### config.mk
export PLATFORM = sky130hd
export DESIGN_NAME = serial_operand_port
export DESIGN_NICKNAME = d
export VERILOG_FILES = /design/src/rtl/serial_operand_port.sv
export SDC_FILE = /design/constraint.sdc
export NUM_CORES = 1
export LEC_CHECK = 0
export ABC_AREA = 1
export BUFFER_PORTS_ARGS = -buffer_cell sky130_fd_sc_hd__buf_2
export CAP_MARGIN = 40
export CELL_PAD_IN_SITES_DETAIL_PLACEMENT = 1
export CELL_PAD_IN_SITES_GLOBAL_PLACEMENT = 2
export CORE_MARGIN = 2
export CORE_UTILIZATION = 30
export DETAILED_ROUTE_END_ITERATION = 12
export GPL_TIMING_DRIVEN = 0
export PLACE_DENSITY = 0.8
export SLEW_MARGIN = 20
export SYNTH_ARGS = -nofsm -noshare
export SYNTH_HDL_FRONTEND = slang
export SYNTH_SLANG_ARGS = --single-unit
### constraint.sdc
create_clock -name clk -period 1.5 [get_ports clk]
set_clock_uncertainty 0.05 [all_clocks]
set_input_delay 0.3 -clock clk [delete_from_list [all_inputs] [get_ports clk]]
set_output_delay 0.3 -clock clk [all_outputs]
set_load 0.05 [all_outputs]
### src/rtl/serial_operand_port.sv
// rtl/serial_operand_port.sv - word-to-bit-serial operand streamer with serial result capture
// Streams two parallel operands LSB-first and reassembles the ALU's serial result bits.
module serial_operand_port #(
    parameter int LENGTH = 32,
    parameter int CW     = 7
) (
    input  logic              clk,
    input  logic              reset,
    input  logic              start,
    input  logic [LENGTH-1:0] op_a,
    input  logic [LENGTH-1:0] op_b,
    input  logic              rd_in,
    output logic              rs1_d,
    output logic              rs2_d,
    output logic              reg_write,
    output logic [CW-1:0]     count,
    output logic              busy,
    output logic              done,
    output logic [LENGTH-1:0] result
);
    typedef enum logic [1:0] {S_IDLE, S_SHIFT, S_DONE} state_t;

    localparam logic [CW-1:0] LAST = CW'(LENGTH - 1);

    state_t              state_q, state_d;
    logic [LENGTH-1:0]   sa_q, sa_d;
    logic [LENGTH-1:0]   sb_q, sb_d;
    logic [LENGTH-2:0]   rshift_q, rshift_d;
    logic [CW-1:0]       count_q, count_d;
    logic [LENGTH-1:0]   result_q, result_d;
    logic [LENGTH-1:0]   rs_word;

    always_ff @(posedge clk) begin
        if (reset) begin
            state_q  <= S_IDLE;
            sa_q     <= '0;
            sb_q     <= '0;
            rshift_q <= '0;
            count_q  <= '0;
            result_q <= '0;
        end else begin
            state_q  <= state_d;
            sa_q     <= sa_d;
            sb_q     <= sb_d;
            rshift_q <= rshift_d;
            count_q  <= count_d;
            result_q <= result_d;
        end
    end

    // rshift only keeps the upper LENGTH-1 collected bits; bit 0 would fall out next shift anyway
    assign rs_word = {rd_in, rshift_q};

    always_comb begin
        state_d  = state_q;
        sa_d     = sa_q;
        sb_d     = sb_q;
        rshift_d = rshift_q;
        count_d  = count_q;
        result_d = result_q;
        case (state_q)
            S_SHIFT: begin
                sa_d     = sa_q >> 1;
                sb_d     = sb_q >> 1;
                rshift_d = rs_word[LENGTH-1:1];
                if (count_q == LAST) begin
                    result_d = rs_word;
                    state_d  = S_DONE;
                end else begin
                    count_d = count_q + CW'(1);
                end
            end
            default: begin
                if (start) begin
                    sa_d     = op_a;
                    sb_d     = op_b;
                    rshift_d = '0;
                    count_d  = '0;
                    state_d  = S_SHIFT;
                end else begin
                    state_d  = S_IDLE;
                end
            end
        endcase
    end

    assign busy      = (state_q == S_SHIFT);
    assign reg_write = busy;
    assign rs1_d     = busy & sa_q[0];
    assign rs2_d     = busy & sb_q[0];
    assign done      = (state_q == S_DONE);
    assign count     = count_q;
    assign result    = result_q;
endmodule

Yosys cells after proc, flatten, opt, wreduce, memory -nomap -nowiden --
Cells that the tools add are included. W data, S select, Z words.
Cells by class: reduce and logical (&&, ||, !) cells 4, muxes and demuxes 12, eq/ne operators 5, divide/modulo/power cells 0, order comparisons 0, shift-type cells 0, bitwise operators 2, $add $sub $neg 1, multiply operators 0
Operators by type and width (number):
- $mux W31 | 6
- $mux W7 | 3
- $add A7 B1 Y7 const B | 1
- $eq A7 B5 Y1 const B | 1
- $mux W2 | 2
- $reduce_and A2 Y1 | 2
- $and A1 B1 Y1 | 2
- $eq A2 B1 Y1 const B | 1
- $eq A2 B2 Y1 const B | 1
- $ne A2 B1 Y1 const B | 1
- $ne A2 B2 Y1 const B | 1
- $reduce_bool A2 Y1 | 1
- $reduce_or A2 Y1 | 1
- $mux W1 | 1
Storage, ports and cells: output and inout bits 44, bits in writable memories 0, memory bits (read-only) 0, memories 0, register bits after elaboration 136, input port bits 68, bits in latches 0

Logic depth before layout (Yosys ltp) --
Gate-level depths: netlist (run 1).
depth in word-level cells 3, gate-level depth with buffers 9, gate-level depth less buffers 8

Least setup slack after synthesis (run 1) --
No wires, ideal clock.
path kind flip-flop to flip-flop, start register count_q[0] (netlist: count[0]), end register result_q[10] (netlist: result[10]), buffers on the path 1, slack -303 ps, stages on the path, launching flop included 8, clock period less this slack 1803 ps, data arrival time 1639 ps, required time 1336 ps, path through dfxtp_1 ha_1 nand2_2 nor2_4 nand3_4 clkbuf_1 nand3_1 nand2_1
On the way: word-level cells in the longest chain between the ends 2
RTL lines:
- start: declaration | line 29 | logic [CW-1:0] count_q, count_d;
- start signal: assignment | line 46 | count_q <= count_d;
- $eq A7 B5 Y1 | line 66 | if (count_q == LAST) begin
- $reduce_and A2 Y1 (no source line)
- end signal: assignment | line 47 | result_q <= result_d;
- end: declaration | line 30 | logic [LENGTH-1:0] result_q, result_d;
No other way between the ends. A chain may end at the register's enable or synchronous reset.

Worst setup path in the final report (run 1) --
start register state_q[1], end output port reg_write
On the way: word-level cells in the longest chain between the ends 1
RTL lines:
- start: declaration | line 25 | state_t state_q, state_d;
- start signal: assignment | line 42 | state_q <= state_d;
- $eq A2 B1 Y1 | line 87 | assign busy = (state_q == S_SHIFT);
- end: declaration | line 15 | output logic reg_write,
No other way between the ends.

==> results of run 1 <==
power by group:
group / switching (uW) / leakage (uW) / internal [uW] / total [uW]
Combinational: 501 / 0.00258 / 384 / 885
Clock: 1730 / 0.000278 / 2480 / 4210
Sequential: 62.1 / 0.00111 / 3720 / 3790
Total: 2290 / 0.00397 / 6590 / 8880
metal layers:
metal	wire length (um)	up-vias	global-route usage
met3	786	15	0.0486
met4	187	0	0.0458
met5	0	-	0
met1	7870	2538	0.223
met2	7700	90	0.276
li1	-	2810	-
cells by family after synthesis:
group	share of synthesized area
AOI/OAI and AO/OA	0.0460
xor gates and xnor gates	0.00156
adders and majority gates	0.00223
buffers and inverters	0.101
DFF	0.486
and+or+nand+nor	0.363
stage by stage:
step	utilization	cells	setup TNS [ps]	cell area, um2
floorplan	-	805	0	5620
global placement	0.356	1145	-15630	6460
detailed placement	0.356	1145	-17270	6460
CTS	0.409	1205	-882	7430
global route	0.429	1210	-3290	7780
finish	0.429	1210	-829	7780
cells in the mapped netlist:
cell / instances / area (um2)
nand2_1: 387 / 1450
nor2_4: 3 / 33.8
a21oi_1: 39 / 195
a211oi_1: 2 / 15.0
xor2_1: 1 / 8.76
o21ai_0: 5 / 25.0
inv_2: 3 / 11.3
nand3b_1: 1 / 7.51
nand2_2: 2 / 12.5
buf_2: 22 / 110
or2_2: 1 / 6.26
inv_1: 71 / 267
buf_6: 8 / 90.1
nand3_4: 1 / 17.5
nor2_1: 8 / 30.0
o211ai_1: 2 / 15.0
clkbuf_1: 6 / 22.5
nand3_1: 94 / 470
dfxtp_1: 136 / 2720
buf_4: 7 / 52.6
buf_1: 4 / 15.0
o21bai_1: 1 / 7.51
ha_1: 1 / 12.5
sequential cells by signal, indices dropped and copies added (netlist names):
name      cells
count         7
sb_q         32
sa_q         32
result       32
state_q       2
rshift_q     31
timing repair:
action | in CTS | in global routing
gates resized for setup | 52 | 93
cloned | 6 | 2
buffers inserted | 22 | 5
pin swaps | 7 | 9
setup endpoints to repair | 132 | 124
cells in the final DEF (no fill, tap or decap), types with 3 or more instances in the layout:
cell,instances
nand2_1,345
dfxtp_1,127
buf_2,110
nand3_1,93
inv_1,70
a21oi_1,38
nand2_2,38
buf_6,27
buf_4,21
clkbuf_16,19
buf_8,11
clkbuf_4,7
inv_6,7
dfxtp_2,7
nor2_4,6
nand2_4,5
nor2_1,5
clkinvlp_4,5
clkbuf_1,4
buf_1,4
o21ai_0,4
buf_12,3
final cells by class:
type,instances,share of cell area
clock buffer,17,0.0547
sequential,136,0.352
tap,229,0.0368
multi-input combinational,548,0.321
timing repair inverter,1,0.000964
timing repair buffer,144,0.123
buffer,46,0.0534
inverter,74,0.0370
clock inverter,15,0.0212
critical path: stages (launching register included):
cell and delay (ps):
dfxtp_2 320, inv_2 40, nand2_4 90, inv_4 50
buf_12 110, buf_8 120, buf_6 110, buf_8 140
path summary, 6_finish.rpt:
path                end  depth (start not counted)  slack [ps]
max           reg_write                          7        -260
min          result[31]                          3          60
max reg2reg    sb_q[13]                         11         -10
min reg2reg   result[0]                          2         400
==> results.toml, run 1 <==
[layout]
regArea_um2 = 2740
fillers = 2302
antennaDiodeCount = 0
multi_input_area_um2 = 2500
nNetsFinal = 1037
area_growth_syn_to_layout_pct = 39.0
drive_gt1_frac = 0.288

[clock_tree]
holdBufCountCts = 0
cts_buffer_depth = 2
path_clk_slew_ps = 70
htreeDepth = 4
cts_tree = "built"
clk-insertion-delay-late_ps = 420
clockRootBuffer = "clkbuf_16"
cts_sinks = 136
numCtsBuffers = 17

[timing]
hold_violations = 0
max_freq_ghz = 0.567
slew_violations = 0
final-setup-viol-count = 6
rsz0062_at_grt = "true"
setup_slack_ps = -263
whs_ps = 63.3
fin_crit_ps = 1760
tightest_slew_ps = 569
min_period_over_period = 1.18
slew_headroom = 0.620

[job]
cap_viol_max_count = 0

[floorplan]
rows = 49
start_util = 0.309
die-area_um2 = 19800
dieHeight_um = 141
fp.dieW_um = 141
ios = 112
core_area_um2 = 18100

[synth]
netlist_instances = 805
synthDistinctLibCells = 23
ys_ff_latch = 136
syn_avg_cell_area_um2 = 6.96
yosysSeqAreaShare = 0.486
syn-num-nets = 874
synth_area_um2 = 5600
yosys_warnings = 0

[drt]
wl_per_cell_um = 13.7
via_per_inst = 4.51
drt-pass1-iter-count = 4
num_vias = 5453
post-route-drc-count = 0
routed_wirelength_um = 16500
antenna_left = 0
drtIter0Drc = 171

[placement]
routabilityCongestion = 0.730
dpl.hpwl_um = 11100
pre_cts_slack_ps = -279
port_buffers = 111

[global_routing]
grt_pass1_vias = 5355
grt.total_usage = 0.170
grt_max_degree = 17
grt_pass1_wl_um = 26900
antenna_found_initial = 0
grt.overflow.total = 0

[worst_setup_path]
crit_fanout = 4
cp-start-kind = "register"
crit_type = "reg -> out"
crit_path_start = "state_q[1]"
cp.required_ps = 1150
cp.arrival_ps = 1410
rr_startpoint = "state_q[0]"
critPathCaptureType = "output port"

[status]
violations = "setup timing"
status = "finished, violations left"

[worst_hold_path]
hp-start = "rd_in"
worstHoldPathType = "in -> reg"

[pwr]
total_power_uw = 8880
power.density_nw_per_um2 = 1140
p_leak_uw = 0.00397
irDropWorstVdd_mv = 0.796
(Power assumes the default switching activity.)
==> inputs of run 2 (changes only) <==
Settings changed: GPL_TIMING_DRIVEN 0 to not set, PLACE_DENSITY 0.8 to not set, PLACE_DENSITY_LB_ADDON set to 0.1.
==> results.toml, run 2 (synthesis results as in run 1) <==
[status]
status = "finished, violations left"
violations = "setup timing"

[global_routing]
grt_pass1_wl_um = 27200
grt.overflow.total = 0
antenna_found_initial = 2
grt_max_degree = 61
grt_pass1_vias = 5432
grt.total_usage = 0.170

[layout]
area_growth_syn_to_layout_pct = 32.4
layout_commonest_cell = "nand2_1"
nNetsFinal = 990
final_cell_mix = "370 x nand2_1, 127 x dfxtp_1, 105 x buf_2, 94 x nand3_1, 70 x inv_1"
stdcell_area_um2 = 7420
final-instance-count-excl-fill = 1164
drive_gt1_frac = 0.231

[floorplan]
start_util = 0.309
rows = 49
fp.dieW_um = 141
die-area_um2 = 19800
ios = 112
core_area_um2 = 18100
dieHeight_um = 141

[worst_setup_path]
cp.required_ps = 1150
rr_startpoint = "state_q[1]"
cp.arrival_ps = 1190
critPathCaptureType = "output port"
rrSetupSlack_ps = -30
crit_path_start = "state_q[1]"
crit_path_cell_trace = "inv_4 -> nand2_8 -> nor2_4 -> buf_6"
critPathMaxStageDelay_ps = 330
cp-start-kind = "register"
r2r_cells = 9
crit_path_top_delay_cell = "dfxtp_2"
crit_fanout = 5
crit_type = "reg -> out"
crit-reg2reg-capture = "result[28]"

[clock_tree]
holdBufCountCts = 0
cts_sinks = 136
cts_buffer_depth = 2
cts_tree = "built"
path_clk_slew_ps = 60
clk-insertion-delay-late_ps = 420
numCtsBuffers = 17
clockRootBuffer = "clkbuf_16"
htreeDepth = 4

[worst_hold_path]
hold-path-endpoint = "result[31]"
hp-start = "rd_in"
holdPathStages = 3
worstHoldPathType = "in -> reg"

[timing]
slew_headroom = 0.738
setup_slack_ps = -41.8
max_freq_ghz = 0.649
fin_crit_ps = 1540
tightest_slew_ps = 393
final-setup-viol-count = 26
rsz0062_at_grt = "true"
slew_violations = 0
hold_violations = 0
min_period_over_period = 1.03

[pwr]
p_leak_uw = 0.00378
irDropWorstVdd_mv = 0.827
power.density_nw_per_um2 = 1170

[drt]
drtIter0Drc = 183
antenna_left = 0
drt-pass1-iter-count = 4
routed_wirelength_um = 16900
wl_per_cell_um = 14.5
post-route-drc-count = 0
via_per_inst = 4.59
num_vias = 5341

[placement]
port_buffers = 111
post-place-cells = 1119
dpl.hpwl_um = 10600
place_area_um2 = 6430
routabilityCongestion = 0.715

[job]
cap_viol_max_count = 0
-- run 2: routing by layer --
metal | routed length, um | vias up | track usage
met3 | 697 | 18 | 0.0428
met1 | 8040 | 2531 | 0.218
met5 | 11 | - | 0
li1 | - | 2714 | -
met2 | 7890 | 76 | 0.284
met4 | 216 | 2 | 0.0489
-- run 2: final cells by class --
type | instances | area, um2
fill | 2282 | 10700
sequential | 136 | 2740
multi-input combinational | 548 | 2400
timing repair buffer | 144 | 1110
clock buffer | 18 | 439
inverter | 74 | 297
tap | 229 | 287
clock inverter | 14 | 139
antenna | 1 | 2.50
-- run 2: report_power, final --
group | switching (uW) | internal, uW
logic | 468 | 304
registers | 61.2 | 3720
clock network | 1740 | 2360
total | 2270 | 6390
-- run 2: per-stage QoR --
step | setup TNS (ps) | utilization | power (uW) | setup slack [ps] | hold slack [ps]
CTS | -378 | 0.397 | 8750 | -83.0 | 31.1
detailed placement | -9.78 | 0.354 | 4580 | -9.78 | 402
finish | -366 | 0.409 | 8660 | -41.8 | 40.5
floorplan | 0 | - | 4310 | 7.44 | 353
global placement | 0 | 0.354 | 4560 | 27.2 | 401
global route | -3760 | 0.409 | 9050 | -117 | 62.1
-- run 2: worst max path at each step --
stage,to,depth (start not counted)
6_report,rs1_d,4
3_3_place_gp,sa_q[9],9
5_1_grt,result[8],8
3_5_place_dp,sa_q[0],9
4_1_cts,rs2_d,4
2_1_floorplan,result[10],7
-- run 2: critical path, delay by kind of cell (launching register included) --
family	cells	cell delay, ps
buffers and inverters	2	240
AND/OR/NAND/NOR	2	200
flip-flops	1	330
-- run 2: timing repair --
action,CTS,global route
endpoints found under the setup margin,9,123
resized for setup,26,29
gates cloned,3,4
pin swaps,4,2
setup buffers,2,3
endpoints found under the hold margin,0,0
